--- src/rtl/wb_stage.sv ---
// wb_stage: writeback stage between the memory stage and the register-file write port.
// Holds one retiring instruction and selects its result from PC, load, ALU or CSR data.
// Load data is formatted by funct3 and byte offset. A late load response is waited for.
// After a flush, a still-outstanding load response is drained.
// Optional feature macro: WB_CSR_SRC_EN (sel 11 writes the captured CSR data; else 0).
module wb_stage #(
    parameter int unsigned XLEN  = 32,
    parameter int unsigned RA_W  = 5,
    parameter int unsigned OFF_W = $clog2(XLEN / 8)
) (
    input  logic             clk,
    input  logic             rst_n,
    input  logic             in_valid,
    output logic             in_ready,
    input  logic [XLEN-1:0]  in_pc,
    input  logic [XLEN-1:0]  in_alu,
    input  logic [XLEN-1:0]  in_csr,
    input  logic [1:0]       in_sel,
    input  logic [RA_W-1:0]  in_rd,
    input  logic             in_regwrite,
    input  logic [2:0]       in_funct3,
    input  logic [OFF_W-1:0] in_off,
    input  logic             mem_rvalid,
    input  logic [XLEN-1:0]  mem_rdata,
    input  logic             flush,
    output logic             rf_we,
    output logic [RA_W-1:0]  rf_waddr,
    output logic [XLEN-1:0]  rf_wdata,
    output logic             err_spurious
);

    typedef enum logic [1:0] {
        S_IDLE  = 2'd0,
        S_HOLD  = 2'd1,
        S_DRAIN = 2'd2
    } state_e;

    localparam logic [1:0] SEL_PC   = 2'b00;
    localparam logic [1:0] SEL_LOAD = 2'b01;
    localparam logic [1:0] SEL_ALU  = 2'b10;
    localparam logic [1:0] SEL_CSR  = 2'b11;

    state_e            state_q;
    logic [XLEN-1:0]   pc_q;
    logic [XLEN-1:0]   alu_q;
    logic [1:0]        sel_q;
    logic [RA_W-1:0]   rd_q;
    logic              regwrite_q;
    logic [2:0]        funct3_q;
    logic [OFF_W-1:0]  off_q;
    logic              rf_we_q;
    logic [RA_W-1:0]   rf_waddr_q;
    logic [XLEN-1:0]   rf_wdata_q;
    logic              err_q;
    logic [XLEN-1:0]   wdata_d;

    logic load_held;
    logic commit;
    logic capture;
    logic spurious;

`ifdef WB_CSR_SRC_EN
    logic [XLEN-1:0]   csr_q;
`else
    logic              unused_csr;
    assign unused_csr = ^in_csr;
`endif

    // Format a load response word: pick the addressed lane, then sign/zero extend.
    function automatic logic [XLEN-1:0] fmt_load(
        input logic [2:0]       f3,
        input logic [OFF_W-1:0] off,
        input logic [XLEN-1:0]  d
    );
        logic [7:0]  b;
        logic [15:0] h;
        logic [31:0] w;
        logic [XLEN-1:0] r;
        b = 8'(d >> {off, 3'b000});
        h = 16'(d >> {off & ~OFF_W'(1), 3'b000});
        w = 32'(d >> {off & ~OFF_W'(3), 3'b000});
        case (f3)
            3'b000:  r = XLEN'(signed'(b));
            3'b100:  r = XLEN'(b);
            3'b001:  r = XLEN'(signed'(h));
            3'b101:  r = XLEN'(h);
            3'b010:  r = XLEN'(signed'(w));
            3'b110:  r = XLEN'(w);
            default: r = d;
        endcase
        return r;
    endfunction

    // Handshake and commit qualifiers for the held entry.
    assign load_held = (state_q == S_HOLD) && (sel_q == SEL_LOAD);
    assign commit    = (state_q == S_HOLD) && !flush && (!load_held || mem_rvalid);
    assign in_ready  = (state_q == S_IDLE) || ((state_q == S_HOLD) && (commit || flush));
    assign capture   = in_valid && in_ready && !flush;
    assign spurious  = mem_rvalid &&
                       ((state_q == S_IDLE) || ((state_q == S_HOLD) && !load_held));

    // Result select for the held entry.
    always_comb begin
        wdata_d = '0;
        case (sel_q)
            SEL_PC:   wdata_d = pc_q;
            SEL_LOAD: wdata_d = fmt_load(funct3_q, off_q, mem_rdata);
            SEL_ALU:  wdata_d = alu_q;
            SEL_CSR: begin
`ifdef WB_CSR_SRC_EN
                wdata_d = csr_q;
`else
                wdata_d = '0;
`endif
            end
            default:  wdata_d = '0;
        endcase
    end

    // Entry capture on every accepted, unflushed instruction.
    always_ff @(posedge clk) begin
        if (!rst_n) begin
            pc_q       <= '0;
            alu_q      <= '0;
            sel_q      <= SEL_PC;
            rd_q       <= '0;
            regwrite_q <= 1'b0;
            funct3_q   <= '0;
            off_q      <= '0;
`ifdef WB_CSR_SRC_EN
            csr_q      <= '0;
`endif
        end else if (capture) begin
            pc_q       <= in_pc;
            alu_q      <= in_alu;
            sel_q      <= in_sel;
            rd_q       <= in_rd;
            regwrite_q <= in_regwrite;
            funct3_q   <= in_funct3;
            off_q      <= in_off;
`ifdef WB_CSR_SRC_EN
            csr_q      <= in_csr;
`endif
        end
    end

    // Stage FSM with registered register-file write port and sticky error flag.
    always_ff @(posedge clk) begin
        if (!rst_n) begin
            state_q    <= S_IDLE;
            rf_we_q    <= 1'b0;
            rf_waddr_q <= '0;
            rf_wdata_q <= '0;
            err_q      <= 1'b0;
        end else begin
            rf_we_q <= commit && regwrite_q && (rd_q != '0);
            if (commit) begin
                rf_waddr_q <= rd_q;
                rf_wdata_q <= wdata_d;
            end
            if (spurious) begin
                err_q <= 1'b1;
            end
            case (state_q)
                S_IDLE: begin
                    if (capture) state_q <= S_HOLD;
                end
                S_HOLD: begin
                    if (flush) begin
                        state_q <= (load_held && !mem_rvalid) ? S_DRAIN : S_IDLE;
                    end else if (capture) begin
                        state_q <= S_HOLD;
                    end else if (commit) begin
                        state_q <= S_IDLE;
                    end
                end
                S_DRAIN: begin
                    if (mem_rvalid) state_q <= S_IDLE;
                end
                default: state_q <= S_IDLE;
            endcase
        end
    end

    assign rf_we        = rf_we_q;
    assign rf_waddr     = rf_waddr_q;
    assign rf_wdata     = rf_wdata_q;
    assign err_spurious = err_q;

endmodule

--- config.mk ---
export PLATFORM = sky130hd
export DESIGN_NAME = wb_stage
export DESIGN_NICKNAME = d
export VERILOG_FILES = /design/src/rtl/wb_stage.sv
export SDC_FILE = /design/constraint.sdc
export NUM_CORES = 1
export LEC_CHECK = 0
export CAP_MARGIN = 20
export CORE_ASPECT_RATIO = 0.8
export CORE_MARGIN = 2
export CORE_UTILIZATION = 40
export CTS_BUF_LIST = sky130_fd_sc_hd__clkbuf_4 sky130_fd_sc_hd__clkbuf_8
export CTS_CLUSTER_SIZE = 14
export DETAILED_ROUTE_END_ITERATION = 10
export PLACE_DENSITY = 0.8
export SYNTH_ARGS = -nofsm -noshare
export SYNTH_HDL_FRONTEND = slang
export SYNTH_SLANG_ARGS = --single-unit
--- constraint.sdc ---
create_clock -name clk -period 4.2 [get_ports clk]
set_input_delay 1.26 -clock clk [delete_from_list [all_inputs] [get_ports clk]]
set_output_delay 1.26 -clock clk [all_outputs]
set_load 0.02 [all_outputs]
==> Yosys cells after proc, flatten, opt, wreduce, memory -nomap -nowiden <==
Cells that the tools add are included.
{ "word_totals": {"elab_cells": 57, "out_inout_bits": 40, "input_bits": 146, "register_bits": 118} }
{ "op_classes": {"muxes": 9, "n_reduce_logical": 23, "eq_ne": 11, "n_shift": 2} }
{ "ops": {"columns": ["op", "n"], "rows": [
  ["$pmux 32 s4", 2],
  ["$shr 32x5->16", 1],
  ["$shr 32x5->8", 1],
  ["$mux 2", 6],
  ["$logic_and 1x1->1", 11],
  ["$eq 2x2->1 const B", 3],
  ["$eq 3x3->1 const B", 2],
  ["$pmux 2 s3", 1],
  ["$reduce_bool 5->1", 1],
  ["$eq 2x1->1 const B", 2],
  ["$logic_not 2->1", 2],
  ["$logic_or 1x1->1", 4],
  ["$ne 2x2->1 const B", 2],
  ["$ne 4x4->1 const B", 1],
  ["$eq 3x1->1 const B", 1],
  ["$logic_not 1->1", 3],
  ["$logic_not 3->1", 1],
  ["$reduce_and 3->1", 1]
]} }

==> Longest topological paths before layout <==
{ "depth": {"ltp_word": 13, "depth_mapped": 7, "ltp_nobuf": 4} }

==> Least setup slack after synthesis <==
OpenSTA, ideal clock, no wires.
{ "synth_timing": {"path_kind": "input -> output", "startpoint": "in mem_rvalid", "endpoint": "out in_ready", "stages": 3, "arrival_ns": 1.861, "path_slack_ns": 1.079, "path_cell_list": "clkbuf_1 nor3_1 nor2_1"} }
{ "synth_between": {"elab_chain_cells": 5} }
{ "synth_lines": {"columns": ["element", "line", "source"], "rows": [
  ["start, declared", "23", "input logic mem_rvalid,"],
  ["$logic_or 1x1->1", "96", "assign commit = (state_q == S_HOLD) && !flush && (!load_held || mem_rvalid);"],
  ["$logic_and 1x1->1", "96", null],
  ["$logic_or 1x1->1", "97", "assign in_ready = (state_q == S_IDLE) || ((state_q == S_HOLD) && (commit || flush));"],
  ["$logic_and 1x1->1", "97", null],
  ["$logic_or 1x1->1", "97", null],
  ["end, declared", "14", "output logic in_ready,"]
]} }
No other way between the ends.

==> Worst setup path after layout <==
{ "layout_timing": {"startpoint": "in flush", "endpoint": "out in_ready"} }
{ "layout_between": {"elab_chain_cells": 6} }
{ "layout_lines": {"columns": ["element", "line", "source"], "rows": [
  ["start, declared", "25", "input logic flush,"],
  ["$logic_not 1->1", "96", null],
  ["$logic_and 1x1->1 (2 in a row)", "96", null],
  ["$logic_or 1x1->1 (*)", "97", null],
  ["$logic_and 1x1->1 (*)", "97", null],
  ["$logic_or 1x1->1 (*)", "97", null]
]} }
Mark *: on every way between the ends. The rest lies on a longest branch, timed or not.

==> metrics.md <==
| Metric | Value |
|---|---|
| Worst-Margin Slew | 1.08 ns |
| Synth async-reset ratio | 0% |
| Max Slew Vio Count | 0 |
| Cts bufs inserted | 17 |
| Initial DRT Pass Iterations | 5 |
| Cell accounting for the most synthesized area | dfxtp_1 |
| Initial Utilization | 40.9% |
| Layout Utilization | 55.8% |
| CTS max path bufs | 2 |
| Final wirelength | 18.2 mm |
| R2R cell count | 5 |
| WS Path Type | in -> out |
| Hold WC Path Type | reg -> reg |
| Max Clock Skew | 0.0126 ns |
| Max Cap Viol | 0 |
| Layout cell share with drive strength beyond 1 | 7.01% |
| Post-synth top area share | 42.8% |
| Maximum vdd ir drop | 0.000268 V |
| N_diodes | 0 |
| Top post-synthesis cells by area | dfxtp_1 (43%), nand2_1 (12%), a21oi_1 (11%), mux2i_1 (3.4%), o21ai_0 (2.6%) |
| Vias/cell | 5.60 |
| Setup bufs post-CTS | 0 |
| Final hold vios | 0 |
| Most frequent cell after synthesis | nand2_1 |
| Nets | 976 |
| Overall Power | 2650 uW |
| Final worst-path cycle share | 91.2% |
| TritonCTS Sinks | 118 |
| Fin Setup TNS | 0 ns |
| Register area share after synthesis | 42.8% |
| Vias in the first global route | 5311 |
| IO Pins | 186 |
| Pwr/cell area | 351 nW/um^2 |
| Area Overhead vs Synth | 36.6% |
| Outcome | completed |
| Synth Area per Inst | 7.79 sq um |
| Crit end category | output port |
| Worst-Skew Late Latency | 0.44 ns |
| Hold Path Stages | 2 |
| Leakage | 0.00255 uW |
| Die X | 135 um |
| Final setup fails | 0 |
| Synth Net Count | 855 |
| Die Area | 14800 sq um |
| PortBufs | 153 |
| Fmax | 261 MHz |
| Core area | 13500 sq um |
| Final hold slack | 0.455 ns |
| CTS root buffer | clkbuf_8 |
| Top_reg_cell synth | dfxtp_1 |
| Worst Setup Start Kind | input port |
| Iteration-0 DRC Markers | 751 |
| Cts hold-fix bufs | 0 |
| Cells after Synth | 709 |
| Syn Std Cell Area | 5520 sq um |
| DRT antenna net count | 0 |
| Post-cts sizing count | 0 |
| Yosys Warn Count | 0 |
| CTS tree | yes |
| Dpl hpwl | 12.4 mm |
| Pin count of the biggest net entering global routing | 78 |
| Via count | 5725 |
| Initial antenna violation count | 0 |
| Drt wl/cell | 17.8 um |
| Req. time, crit path | 2.94 ns |
| Die Y | 109 um |
| First-pass GRT wire length | 28.3 mm |
| Gr usage total | 25.1% |
| Unrepaired setup endpoints after global routing | no |
| Clock-pin slew on the worst setup and hold paths | 0.07 ns |
| Post-synth EDFFs | 0 |
| Worst Path Arrival | 2.57 ns |
| Gpl congestion | 0.923 |
| Top cells by count, synth | nand2_1 (174), a21oi_1 (122), dfxtp_1 (118) |
| Post-layout minimum cycle time | 3.83 ns |
| Register bit total from synthesis | 118 |
| Critical path peak fanout | 4 |
| H-tree depth | 4 |
| DR DRC count | 0 |
| Unique masters post-synth | 50 |
| Number of cell rows | 38 |
| Relative slew slack | 27.9% |
| GR Overflow Total | 0 |
[final timing paths]
path	startpoint	endpoint	slack, ns
setup / recovery	flush	in_ready	0.37
hold / removal	pc_q[0]	pc_q[0]	0.46
setup reg to reg	sel_q[0]	rf_wdata[26]	1.59
hold reg to reg	pc_q[0]	pc_q[0]	0.46
[placed cells by master (no fill, tap or decap), drive strengths merged, types with 8 or more instances in the layout]
cell / netlist / layout
a211oi: 8 / 8
a21oi: 122 / 122
a31oi: 19 / 19
buf: 25 / 12
clkbuf: 38 / 17
clkdlybuf4s50: 0 / 153
dfxtp: 118 / 118
inv: 11 / 13
mux2i: 19 / 19
nand2: 174 / 174
nand2b: 19 / 19
nand3: 18 / 18
nor2: 11 / 11
nor3: 13 / 13
o21ai: 29 / 29
o22ai: 13 / 13
[cell families after synthesis]
kind of cell,Yosys count,synth area share [%]
simple gates,262,21.5
compound gates,232,25.1
flops,118,42.8
buf+inv,74,5.96
mux,23,4.67
[through the flow]
| step | std cells | worst slack [ns] | instance area [sq um] |
|---|---|---|---|
| floorplan | 709 | 1.08 | 5520 |
| global placement | 991 | 0.350 | 7130 |
| detailed placement | 991 | 0.357 | 7130 |
| CTS | 1022 | 0.351 | 7540 |
| global route | 1022 | 0.289 | 7540 |
| finish | 1022 | 0.369 | 7540 |
[power by group]
part | internal, uW | switching [uW] | total (uW)
Sequential | 1160 | 33.6 | 1200
Combinational | 189 | 190 | 379
Clock | 587 | 488 | 1070
[flip-flops by register name (all words and copies together), names as in the netlist]
name / cells
rf_wdata: 32
err_spurious: 1
regwrite_q: 1
state_q: 2
pc_q: 32
rf_waddr: 5
sel_q: 2
alu_q: 32
off_q: 2
rf_we: 1
rd_q: 5
funct3_q: 3
[critical path, cell delays in order]
cell             delay [ns]
clkdlybuf4s50_1        0.53
nor3_1                 0.08
nor2_1                 0.10
clkdlybuf4s50_1        0.61
[layout make-up]
class                      count  area, sq um
multi-input combinational    517         2830
timing repair buffer         165         1670
tap                          180          225
inverter                      11         41.3
clock buffer                  17          234
fill                        1252         5960
sequential                   118         2360
clock inverter                14          176
[per-layer routing]
layer  global-route usage (%)  up-vias  part of all wire, %
met5                        0        -                    0
met4                     8.56        0                  2.4
met1                     35.3     2669                   46
met3                     8.46       40                  9.9
met2                     35.9      281                   41
li1                         -     2735                    -
Power figures use the tool's default switching activity.
